$ cat src/rtl/cpu_pkg.sv
// Shared types and encodings for the multi-cycle RISC controller: FSM states,
// instruction field codes and datapath mux select encodings.
package cpu_pkg;

   typedef enum logic [4:0] {
      S_RESET,
      S_FETCH,
      S_LOAD_IR,
      S_DECODE,
      S_WR_IMM,
      S_GET_A,
      S_GET_B,
      S_CALC,
      S_CALC_MOV,
      S_WR_REG,
      S_CMP,
      S_ADDR,
      S_LD_ADDR,
      S_MEM_RD,
      S_WR_MEM,
      S_GET_BD,
      S_STR_CALC,
      S_MEM_WR,
      S_BRANCH,
      S_HALT
   } state_t;

   localparam logic [2:0] OP_B    = 3'b001;
   localparam logic [2:0] OP_LDR  = 3'b011;
   localparam logic [2:0] OP_STR  = 3'b100;
   localparam logic [2:0] OP_ALU  = 3'b101;
   localparam logic [2:0] OP_MOV  = 3'b110;
   localparam logic [2:0] OP_HALT = 3'b111;

   localparam logic [1:0] ALU_ADD = 2'b00;
   localparam logic [1:0] ALU_CMP = 2'b01;
   localparam logic [1:0] ALU_AND = 2'b10;
   localparam logic [1:0] ALU_MVN = 2'b11;
   localparam logic [1:0] MOV_REG = 2'b00;
   localparam logic [1:0] MOV_IMM = 2'b10;

   localparam logic [2:0] COND_AL = 3'b000;
   localparam logic [2:0] COND_EQ = 3'b001;
   localparam logic [2:0] COND_NE = 3'b010;
   localparam logic [2:0] COND_LT = 3'b011;
   localparam logic [2:0] COND_LE = 3'b100;

   localparam logic [1:0] REG_RM = 2'b00;
   localparam logic [1:0] REG_RD = 2'b01;
   localparam logic [1:0] REG_RN = 2'b10;

   localparam logic [1:0] WB_C     = 2'b00;
   localparam logic [1:0] WB_PC    = 2'b01;
   localparam logic [1:0] WB_IMM   = 2'b10;
   localparam logic [1:0] WB_MDATA = 2'b11;

endpackage

$ cat src/rtl/cpu_controller_branch_cond.sv
// Combinational branch condition evaluation from the IR cond field and the
// Z/N/V status flags.
module branch_cond
   import cpu_pkg::*;
(
   input  logic [2:0] cond,
   input  logic       z,
   input  logic       n,
   input  logic       v,
   output logic       take
);

   always_comb begin
      take = 1'b0;
      case (cond)
         COND_AL: take = 1'b1;
         COND_EQ: take = z;
         COND_NE: take = ~z;
         COND_LT: take = n ^ v;
         COND_LE: take = z | (n ^ v);
         default: take = 1'b0;
      endcase
   end

endmodule

$ cat src/rtl/cpu_controller.sv
// Moore FSM sequencing the multi-cycle datapath: fetch, decode, execute.
// Build option: BRANCH_COND_EN enables conditional branches (BEQ/BNE/BLT/BLE).
module cpu_controller
   import cpu_pkg::*;
#(
   parameter int RAM_RD_LAT = 1
) (
   input  logic       clk,
   input  logic       rst_n,
   input  logic [2:0] opcode,
   input  logic [1:0] ALU_op,
   input  logic [2:0] cond,
   input  logic       Z_out,
   input  logic       N_out,
   input  logic       V_out,
   output logic       waiting,
   output logic [1:0] reg_sel,
   output logic [1:0] wb_sel,
   output logic       w_en,
   output logic       en_A,
   output logic       en_B,
   output logic       sel_A,
   output logic       sel_B,
   output logic       en_C,
   output logic       en_status,
   output logic       load_ir,
   output logic       load_pc,
   output logic       clear_pc,
   output logic       pc_sel,
   output logic       sel_addr,
   output logic       load_addr,
   output logic       ram_w_en
);

   localparam logic [1:0] LAT_LAST = 2'(RAM_RD_LAT - 1);

   state_t     state_reg, state_next;
   logic [1:0] cnt_reg, cnt_next;
   logic       take_br;

`ifdef BRANCH_COND_EN
   branch_cond u_branch_cond (
      .cond (cond),
      .z    (Z_out),
      .n    (N_out),
      .v    (V_out),
      .take (take_br)
   );
`else
   logic unused_flags;
   assign unused_flags = Z_out ^ N_out ^ V_out;
   assign take_br      = (cond == COND_AL);
`endif

   always_ff @(posedge clk or negedge rst_n) begin
      if (!rst_n) begin
         state_reg <= S_RESET;
         cnt_reg   <= 2'd0;
      end else begin
         state_reg <= state_next;
         cnt_reg   <= cnt_next;
      end
   end

   // Wait counter only runs while a RAM-latency state is being held.
   always_comb begin
      cnt_next = 2'd0;
      if ((state_next == state_reg) &&
          ((state_reg == S_FETCH) || (state_reg == S_MEM_RD)))
         cnt_next = cnt_reg + 2'd1;
   end

   always_comb begin
      state_next = S_FETCH;
      waiting    = 1'b0;
      reg_sel    = REG_RM;
      wb_sel     = WB_C;
      w_en       = 1'b0;
      en_A       = 1'b0;
      en_B       = 1'b0;
      sel_A      = 1'b0;
      sel_B      = 1'b0;
      en_C       = 1'b0;
      en_status  = 1'b0;
      load_ir    = 1'b0;
      load_pc    = 1'b0;
      clear_pc   = 1'b0;
      pc_sel     = 1'b0;
      sel_addr   = 1'b0;
      load_addr  = 1'b0;
      ram_w_en   = 1'b0;
      case (state_reg)
         S_RESET: begin
            waiting  = 1'b1;
            clear_pc = 1'b1;
            load_pc  = 1'b1;
            sel_addr = 1'b1;
         end
         S_FETCH: begin
            sel_addr   = 1'b1;
            state_next = (cnt_reg == LAT_LAST) ? S_LOAD_IR : S_FETCH;
         end
         S_LOAD_IR: begin
            load_ir    = 1'b1;
            load_pc    = 1'b1;
            state_next = S_DECODE;
         end
         S_DECODE: begin
            case (opcode)
               OP_MOV: begin
                  if (ALU_op == MOV_IMM)      state_next = S_WR_IMM;
                  else if (ALU_op == MOV_REG) state_next = S_GET_B;
               end
               OP_ALU:  state_next = (ALU_op == ALU_MVN) ? S_GET_B : S_GET_A;
               OP_LDR,
               OP_STR:  state_next = S_GET_A;
               OP_B:    state_next = take_br ? S_BRANCH : S_FETCH;
               OP_HALT: state_next = S_HALT;
               default: state_next = S_FETCH;
            endcase
         end
         S_WR_IMM: begin
            reg_sel = REG_RN;
            wb_sel  = WB_IMM;
            w_en    = 1'b1;
         end
         S_GET_A: begin
            reg_sel    = REG_RN;
            en_A       = 1'b1;
            state_next = ((opcode == OP_LDR) || (opcode == OP_STR)) ? S_ADDR : S_GET_B;
         end
         S_GET_B: begin
            reg_sel = REG_RM;
            en_B    = 1'b1;
            // IR is stable through execute, so the instruction still selects the path.
            if (opcode == OP_ALU && ALU_op == ALU_CMP)
               state_next = S_CMP;
            else if (opcode == OP_ALU && (ALU_op == ALU_ADD || ALU_op == ALU_AND))
               state_next = S_CALC;
            else
               state_next = S_CALC_MOV;
         end
         S_CALC: begin
            en_C       = 1'b1;
            state_next = S_WR_REG;
         end
         S_CALC_MOV: begin
            sel_A      = 1'b1;
            en_C       = 1'b1;
            state_next = S_WR_REG;
         end
         S_WR_REG: begin
            reg_sel = REG_RD;
            wb_sel  = WB_C;
            w_en    = 1'b1;
         end
         S_CMP: en_status = 1'b1;
         S_ADDR: begin
            sel_B      = 1'b1;
            en_C       = 1'b1;
            state_next = S_LD_ADDR;
         end
         S_LD_ADDR: begin
            load_addr  = 1'b1;
            state_next = (opcode == OP_LDR) ? S_MEM_RD : S_GET_BD;
         end
         S_MEM_RD: state_next = (cnt_reg == LAT_LAST) ? S_WR_MEM : S_MEM_RD;
         S_WR_MEM: begin
            reg_sel = REG_RD;
            wb_sel  = WB_MDATA;
            w_en    = 1'b1;
         end
         S_GET_BD: begin
            reg_sel    = REG_RD;
            en_B       = 1'b1;
            state_next = S_STR_CALC;
         end
         S_STR_CALC: begin
            sel_A      = 1'b1;
            en_C       = 1'b1;
            state_next = S_MEM_WR;
         end
         S_MEM_WR: ram_w_en = 1'b1;
         S_BRANCH: begin
            load_pc = 1'b1;
            pc_sel  = 1'b1;
         end
         S_HALT: begin
            waiting    = 1'b1;
            state_next = S_HALT;
         end
         default: state_next = S_RESET;
      endcase
   end

endmodule

$ cat config.mk
export PLATFORM = sky130hd
export DESIGN_NAME = cpu_controller
export DESIGN_NICKNAME = d
export VERILOG_FILES = /design/src/rtl/cpu_pkg.sv /design/src/rtl/cpu_controller_branch_cond.sv /design/src/rtl/cpu_controller.sv
export SDC_FILE = /design/constraint.sdc
export NUM_CORES = 1
export LEC_CHECK = 0
export ABC_CLOCK_PERIOD_IN_PS = 2360
export CAP_MARGIN = 20
export CORE_MARGIN = 2
export CORE_UTILIZATION = 43
export DETAILED_ROUTE_END_ITERATION = 16
export DONT_BUFFER_PORTS = 1
export GPL_TIMING_DRIVEN = 0
export PLACE_DENSITY = 0.68
export RECOVER_POWER = 100
export SETUP_SLACK_MARGIN = 0.3
export SKIP_CTS_REPAIR_TIMING = 1
export SLEW_MARGIN = 0
export SYNTH_ARGS = -nofsm -noshare
export SYNTH_HDL_FRONTEND = slang
export SYNTH_SLANG_ARGS = --single-unit
$ cat constraint.sdc
create_clock -name clk -period 2.36 [get_ports clk]
set_clock_uncertainty 0.15 [all_clocks]
set_input_delay 0.472 -clock clk [delete_from_list [all_inputs] [get_ports clk]]
set_output_delay 0.472 -clock clk [all_outputs]
set_load 0.03 [all_outputs]
==> impl_metrics.toml, run 1 <==
[status]
outcome = "finished, final reports clean"

[timing]
worst_slew_pin_slew_ns = 0.6160
rsz0062_at_grt = "yes"
fin_crit_ns = 2.293
maxSlewViolCount = 0
setup_viol = 0
fin_crit_sh_pct = 97.18
slew_headroom_pct = 58.78
clock.fmax_ghz = 0.4360
setup_slack_ns = 0.06656
finalHoldViolCount = 0

[synth]
yosysUniqueCellTypes = 42
yosys_warnings = 0
synth_edf_count = 0
yosys-top-cells-area = "dfrtp_1 (20%), nor2_1 (8.7%), nand2b_1 (6.6%)"
synth_nets = 138
synth_top_area_share_pct = 20.41
ys_seq_area_share_pct = 20.41
ys.flop_type = "dfrtp_1"
synthArstFlopShare_pct = 100.0
synthTopCellsByCount = "nor2_1 (20), a21oi_1 (9), nand2b_1 (9)"
yosysMostFrequentCell = "nor2_1"
synth_seq_cells = 7
avgSynthCellArea_um2 = 6.922
syn_inst = 124
synth_area_um2 = 858.3
synth_top_cell_by_area = "dfrtp_1"

[drt]
initialDrtViolationCount = 35
drt-wirelength-per-cell_um = 18.20
antenna_left = 0
dr_wl_met2_mm = 1.529
first_pass_iters = 4
drt-met1-wl_mm = 1.190
wl_met3_um = 243
maxUsedRoutingLayer = "met4"
vias = 1028
drc = 0
drt-total-wl_mm = 3.021
viasPerCell = 6.193

[floorplanning]
die-area_mm2 = 0.002369
die_h_um = 48.68
die_w_um = 48.68
rows = 16
core_mm2 = 0.001922
initial_core_util_pct = 44.66
io_pins = 32

[grt]
grt_use_total_pct = 21.15
grt_pass1_wl_mm = 3.974
grt_overflow_total = 0
antenna_found_initial = 0
grt_max_degree = 11
grt_pass1_vias = 848

[pwr]
internal_power_uw = 801.5
power.switching_uw = 995.7
swShare_pct = 55.40
total_power_mw = 1.797
vdd_drop_max_mv = 0.7085
powerDensity_mw_per_mm2 = 1419
total_leakage_power_nw = 0.4538
combPwrFrac_pct = 82.1
p_clk_share_pct = 6.0
pwr-share-seq_pct = 12.0

[setup_path]
cp-end-kind = "primary output"
cp-start-kind = "flip-flop"
slowest_delay_ns = 0.44
cpMaxStageDelayCell = "dfrtp_2"
arrival_ns = 1.67
required_ns = 1.74
crit_type = "reg -> out"
cp_cell_sequence = "nand2b_1, o32ai_2, a31oi_1, nor2_2"
cp_max_fo = 7

[clock_network]
numCtsBuffers = 3
cts-root-buf = "clkbuf_4"
cts.path.max_buffers = 2
h-tree-depth = 1
clkTransAtPathRegs_ns = 0.05
clk_latency_ns = 0.25
cts_tree = "built"
clock-sinks = 7

[finish]
layout.nets = 154
area_growth_pct = 47.52
drive_above_1_share_pct = 37.41
fin_area_mm2 = 0.001266
largest_reg_flops = 5
diodes = 0

[placement]
dp_hpwl_mm = 1.715
io_buffers = 0
post_dp_cell_area_um2 = 918.4
pre_cts_slack_ns = -0.08063
place.gp.congestion = 0.9317

[min_path]
worstHoldPathType = "reg -> reg"

[flow_run]
cap_violations = 0
worst paths after layout:
kind,end,startpoint,slack (ns),cells after the start
worst max-delay path,w_en,state_reg[1],0.07,4
worst min-delay path,cnt_reg[0],cnt_reg[0],0.27,1
worst max register to register,state_reg[1],state_reg[2],0.32,6
worst min register to register,cnt_reg[0],cnt_reg[0],0.27,1
max in group asynchronous,state_reg[3],rst_n,1.39,1
min in group asynchronous,state_reg[0],rst_n,0.40,1
metrics by stage:
| step | setup TNS, ns | hold WS (ns) | utilization [%] | std cells |
|---|---|---|---|---|
| 2_1_floorplan | 0 | 0.02641 | - | 124 |
| 3_3_place_gp | -0.03108 | 0.02656 | 47.79 | 151 |
| 3_5_place_dp | -0.08063 | 0.02655 | 47.79 | 151 |
| 4_1_cts | -2.138 | -0.2432 | 49.15 | 155 |
| 5_1_grt | -0.04221 | 0.2493 | 65.89 | 166 |
| 6_report | 0 | 0.2706 | 65.89 | 166 |
routing by layer:
layer / up-vias / global-route usage (%)
li1: 471 / -
met2: 64 / 35.62
met4: 0 / 4.286
met1: 487 / 27.22
met3: 6 / 5.556
met5: - / 0
placed cells by master, fill, tap and decap left out, drive strengths merged, types with 3 or more instances in the layout:
master   n
a21oi    9
inv      6
nand2    8
dfrtp    7
nor2    20
nand2b   9
buf     18
o21ai    4
xnor2    3
o21bai   4
clkbuf   5
nor3     8
xor2     3
cell families (layout without fill, tap and decap cells):
group                    count (synthesis)  after routing  share of synthesized area, %
AO/OA/AOI/OAI                           29             29                         21.87
XOR/XNOR                                 6              6                         6.124
adder cells (fa/ha/maj)                  1              1                         1.457
multiplexers                             1              1                         1.312
flip-flops                               7              7                         20.41
AND/OR/NAND/NOR                         65             65                         41.40
buffers and inverters                   15             30                         7.434
critical path, delay by kind of cell (launching register included):
kind | cells | cell delay (ns)
AOI/OAI and AO/OA | 2 | 0.34
DFF | 1 | 0.44
and+or+nand+nor | 2 | 0.64
area by class of cell:
type                            count  area [um2]
Timing Repair Buffer               11       103.9
Multi-Input combinational cell    102       787.0
Buffer                              9       115.1
Fill cell                         165       655.6
Sequential cell                     7       177.7
Clock buffer                        4       26.28
Inverter                            6       22.52
Tap cell                           27       33.78
power groups by stage:
stage	Combinational [mW]	Sequential (mW)	Clock, mW
5_1_grt	1.55	0.220	0.122
3_3_place_gp	0.956	0.198	0
6_report	1.47	0.215	0.107
2_1_floorplan	0.826	0.188	0
3_5_place_dp	0.965	0.201	0
4_1_cts	0.972	0.201	0.110
Note: power is estimated with default switching activity, not from simulation.
==> run 2, diff against run 1 <==
--- a/config.mk
+++ b/config.mk
@@ -5,7 +5,7 @@
 export SDC_FILE = /design/constraint.sdc
 export NUM_CORES = 1
 export LEC_CHECK = 0
-export ABC_CLOCK_PERIOD_IN_PS = 2360
+export ABC_CLOCK_PERIOD_IN_PS = 2900
 export CAP_MARGIN = 20
 export CORE_MARGIN = 2
 export CORE_UTILIZATION = 43
==> constraint.sdc (replaced) <==
create_clock -name clk -period 2.9 [get_ports clk]
set_clock_uncertainty 0.15 [all_clocks]
set_input_delay 0.58 -clock clk [delete_from_list [all_inputs] [get_ports clk]]
set_output_delay 0.58 -clock clk [all_outputs]
set_load 0.03 [all_outputs]
==> run 2 against run 1 <==
- clock power fell by 20%
- critical endpoint is now load_addr
- critical path depth did not move
- register-to-register slack improved by 0.46 ns
- total power fell by 41%
- clock-buffer cell count did not move
- via count fell by 9.0%
- cell area fell by 24%
- worst setup slack improved by 0.20 ns
==> impl_metrics.toml, run 2 (synthesis results as in run 1) <==
[drt]
drt-total-wl_mm = 2.291
antenna_left = 0
drc = 0
first_pass_iters = 4
drt-wirelength-per-cell_um = 14.69
viasPerCell = 5.994
vias = 935
initialDrtViolationCount = 29

[placement]
place.gp.congestion = 0.9268
dp_hpwl_mm = 1.704
io_buffers = 0
pre_cts_slack_ns = 0.2814

[pwr]
vdd_drop_max_mv = 0.5183
total_leakage_power_nw = 0.3555
total_power_mw = 1.064
powerDensity_mw_per_mm2 = 1099

[timing]
maxSlewViolCount = 0
finalHoldViolCount = 0
setup_viol = 0
setup_slack_ns = 0.2715
fin_crit_ns = 2.629
fin_crit_sh_pct = 90.64
final.setup.tns_ns = 0
clock.fmax_ghz = 0.3804
rsz0062_at_grt = "yes"
slew_headroom_pct = 38.81
worst_slew_pin_slew_ns = 0.9108

[finish]
area_growth_pct = 12.83
largest_reg_flops = 5
drive_above_1_share_pct = 11.63
diodes = 0
nFillCells = 214
final_core_util_pct = 50.39
layout.nets = 144
final_cell_mix = "nor2_1 (20), nand2b_1 (9), a21oi_1 (9)"
final_common_cell = "nor2_1"

[floorplanning]
io_pins = 32
die_w_um = 48.68
rows = 16
core_mm2 = 0.001922
die_h_um = 48.68
initial_core_util_pct = 44.66
die-area_mm2 = 0.002369

[clock_network]
cts.path.max_buffers = 2
cts-root-buf = "clkbuf_4"
numCtsBuffers = 3
h-tree-depth = 1
cts_tree = "built"
clkTransAtPathRegs_ns = 0.05
clk_latency_ns = 0.25
clock-sinks = 7

[grt]
gr-usage-met3_pct = 5.864
grt_pass1_vias = 847
grt_max_degree = 11
grt_overflow_total = 0
top_usage_layer = "met2"
antenna_found_initial = 0
grt_use_total_pct = 20.37
use_met2_pct = 32.88
use_met1_pct = 26.83
grt_pass1_wl_mm = 3.815

[min_path]
worstHoldPathType = "reg -> reg"

[setup_path]
cp-end-kind = "primary output"
cp-start-kind = "flip-flop"
arrival_ns = 1.90
slowest_delay_ns = 0.54
crit_family = "simple AND/OR/NAND/NOR gates"
cpMaxStageDelayCell = "nor2_1"
required_ns = 2.17
cp_cell_sequence = "buf_6, clkbuf_1, nand3b_1, nor2_1"
crit_type = "reg -> out"
crit_buf_inv = 2
cp_max_fo = 10

[status]
outcome = "finished, final reports clean"

[flow_run]
cap_violations = 0
==> run 2: area by class of cell <==
cell class	instances	area [um2]	share of cell area (%)
Timing Repair Buffer	1	10.01	1.034
Clock buffer	4	26.28	2.713
Multi-Input combinational cell	102	655.6	67.70
Sequential cell	7	175.2	18.09
Inverter	6	22.52	2.326
Tap cell	27	33.78	3.488
Buffer	9	45.04	4.651
==> run 2: per-stage QoR <==
| stage | cell area, um2 | cells | hold slack, ns |
|---|---|---|---|
| floorplan | 864.6 | 124 | 0.1344 |
| global placement | 898.4 | 151 | 0.1345 |
| detailed placement | 898.4 | 151 | 0.1346 |
| CTS | 924.6 | 155 | -0.1320 |
| global route | 968.4 | 156 | 0.3037 |
| finish | 968.4 | 156 | 0.2797 |
==> run 2: per-layer routing <==
layer / vias up / routed length [um]
met3: 2 / 120
met1: 445 / 1003
met4: 0 / 13
met5: - / 0
li1: 456 / -
met2: 32 / 1153
==> run 2: path summary, 6_finish.rpt <==
check | depth (start not counted) | slack [ns] | from | endpoint
max | 4 | 0.27 | state_reg[2] | load_addr
min | 1 | 0.28 | cnt_reg[0] | cnt_reg[0]
max reg2reg | 6 | 0.78 | state_reg[2] | state_reg[1]
min reg2reg | 1 | 0.28 | cnt_reg[0] | cnt_reg[0]
max in group asynchronous | 1 | 1.86 | rst_n | state_reg[4]
min in group asynchronous | 1 | 0.50 | rst_n | state_reg[1]
==> run 2: report_power, final <==
group	total [mW]	internal, mW	leakage, nW	switching (mW)
clock network	0.0854	0.0523	0.0150	0.0330
registers	0.162	0.128	0.0923	0.0340
logic	0.817	0.248	0.248	0.569
==> run 3, diff against run 2 <==
--- a/config.mk
+++ b/config.mk
@@ -9,10 +9,10 @@
 export CAP_MARGIN = 20
 export CORE_MARGIN = 2
 export CORE_UTILIZATION = 43
+export CTS_BUF_LIST = sky130_fd_sc_hd__clkbuf_4
 export DETAILED_ROUTE_END_ITERATION = 16
 export DONT_BUFFER_PORTS = 1
 export GPL_TIMING_DRIVEN = 0
-export PLACE_DENSITY = 0.68
 export RECOVER_POWER = 100
 export SETUP_SLACK_MARGIN = 0.3
 export SKIP_CTS_REPAIR_TIMING = 1
==> run 3 against run 2 <==
- global-route usage is essentially flat
- fmax shrank 2.1%
- sequential power is essentially flat
- largest power group unchanged
==> impl_metrics.toml, run 3 (synthesis results as in run 1) <==
[setup_path]
crit_buf_inv = 1
crit_family = "compound AO/OA/AOI/OAI gates"
crit_type = "reg -> out"
slowest_delay_ns = 0.53
r2r-end = "state_reg[0]"
critical_path.endpoint = "en_C"
cp_max_fo = 10
startpoint = "state_reg[0]"
reg2reg_depth = 6
cpMaxStageDelayCell = "o22ai_1"
cp_cell_sequence = "clkbuf_1, and2_1, a21oi_1, o22ai_1"
ff2ff_setup_slack_ns = 0.67
cp-end-kind = "primary output"
required_ns = 2.17
cp-start-kind = "flip-flop"
worstSetupPathDepth = 4
arrival_ns = 1.96
rr_startpoint = "state_reg[2]"

[clock_network]
clk_latency_ns = 0.25
cts.path.max_buffers = 2
cts_tree = "built"
clkTransAtPathRegs_ns = 0.05
h-tree-depth = 1
numCtsBuffers = 3
cts-root-buf = "clkbuf_4"
clock-sinks = 7

[pwr]
p_clk_share_pct = 9.1
internal_power_uw = 427.5
total_power_mw = 1.063
vdd_drop_max_mv = 0.5513
power.switching_uw = 635.5
pwr-share-seq_pct = 15.0
combPwrFrac_pct = 75.9
swShare_pct = 59.78
total_leakage_power_nw = 0.3582
powerDensity_mw_per_mm2 = 1095

[floorplanning]
initial_core_util_pct = 44.66
die-area_mm2 = 0.002369
core_mm2 = 0.001922
rows = 16
die_h_um = 48.68
io_pins = 32
die_w_um = 48.68

[finish]
final_cell_mix = "nor2_1 (19), nand2b_1 (9), a21oi_1 (9)"
nFillCells = 214
area_growth_pct = 13.12
drive_above_1_share_pct = 13.95
layout.nets = 144
largest_reg_flops = 5
register_area_um2 = 175.2
diodes = 0
final_common_cell = "nor2_1"
multi_input_area_um2 = 660.6

[grt]
antenna_found_initial = 0
grt_overflow_total = 0
grt_pass1_wl_mm = 3.815
grt_pass1_vias = 815
grt_use_total_pct = 20.33
grt_max_degree = 11

[timing]
maxSlewViolCount = 0
finalHoldViolCount = 0
slew_headroom_pct = 39.04
fin_crit_sh_pct = 92.61
fin_crit_ns = 2.686
hold_ws_ns = 0.2693
setup_viol = 0
worst_slew_pin_slew_ns = 0.9074
clock.fmax_ghz = 0.3723
rsz0062_at_grt = "yes"

[drt]
drt-total-wl_mm = 2.335
viasPerCell = 5.827
drt-wirelength-per-cell_um = 14.97
drc = 0
first_pass_iters = 4
vias = 909
initialDrtViolationCount = 43
antenna_left = 0

[placement]
dp_hpwl_mm = 1.713
io_buffers = 0
place.gp.congestion = 0.9003

[status]
outcome = "finished, final reports clean"

[flow_run]
cap_violations = 0

[min_path]
worstHoldPathType = "reg -> reg"
==> run 3: per-layer routing <==
layer,GRT usage (%),vias up,share of wire (%),wire length (um)
met5,0,-,0,0
met4,4.286,0,0.56,13
met3,6.790,2,6.3,147
met2,33.33,31,47,1090
met1,25.91,418,46,1083
li1,-,458,-,-
==> run 3: how the worst min path moves through the flow <==
stage,start,endpoint,slack [ns],cells past startpoint
after floorplan,rst_n,cnt_reg[0],0.13,0
after global placement,rst_n,state_reg[4],0.13,0
after detailed placement,rst_n,cnt_reg[1],0.13,0
after CTS,rst_n,state_reg[2],-0.14,0
after global routing,cnt_reg[0],cnt_reg[0],0.29,1
final,cnt_reg[0],cnt_reg[0],0.27,1
==> run 3: stage by stage <==
step	utilization [%]	cells	setup TNS (ns)	setup WS (ns)	cell area (um2)
6_report	50.52	156	0	0.2143	970.9
5_1_grt	50.52	156	0	0.1029	970.9
4_1_cts	48.31	155	-0.02038	-0.01190	928.4
3_5_place_dp	46.74	151	0	0.2673	898.4
3_3_place_gp	46.74	151	0	0.2512	898.4
2_1_floorplan	-	124	0	0.4728	864.6
==> run 3: area by class of cell <==
type	instances	share of cell area, %
Buffer	9	3.995
Clock buffer	4	3.093
Inverter	6	2.320
Multi-Input combinational cell	102	68.04
Sequential cell	7	18.04
Tap cell	27	3.479
Timing Repair Buffer	1	1.031
==> run 3: power groups by stage <==
stage          clock, mW  combinational [mW]  sequential [mW]
2_1_floorplan          0               0.655            0.153
3_3_place_gp           0               0.768            0.162
3_5_place_dp           0               0.767            0.162
4_1_cts            0.101               0.771            0.160
5_1_grt            0.108               0.874            0.163
6_report          0.0968               0.807            0.160
==> run 3: worst register-to-register path, delay by kind of cell, from the launching register on <==
kind,cells,cell delay (ns)
buf+inv,2,0.48
flops,1,0.32
simple gates,3,1.01
compound gates,1,0.19
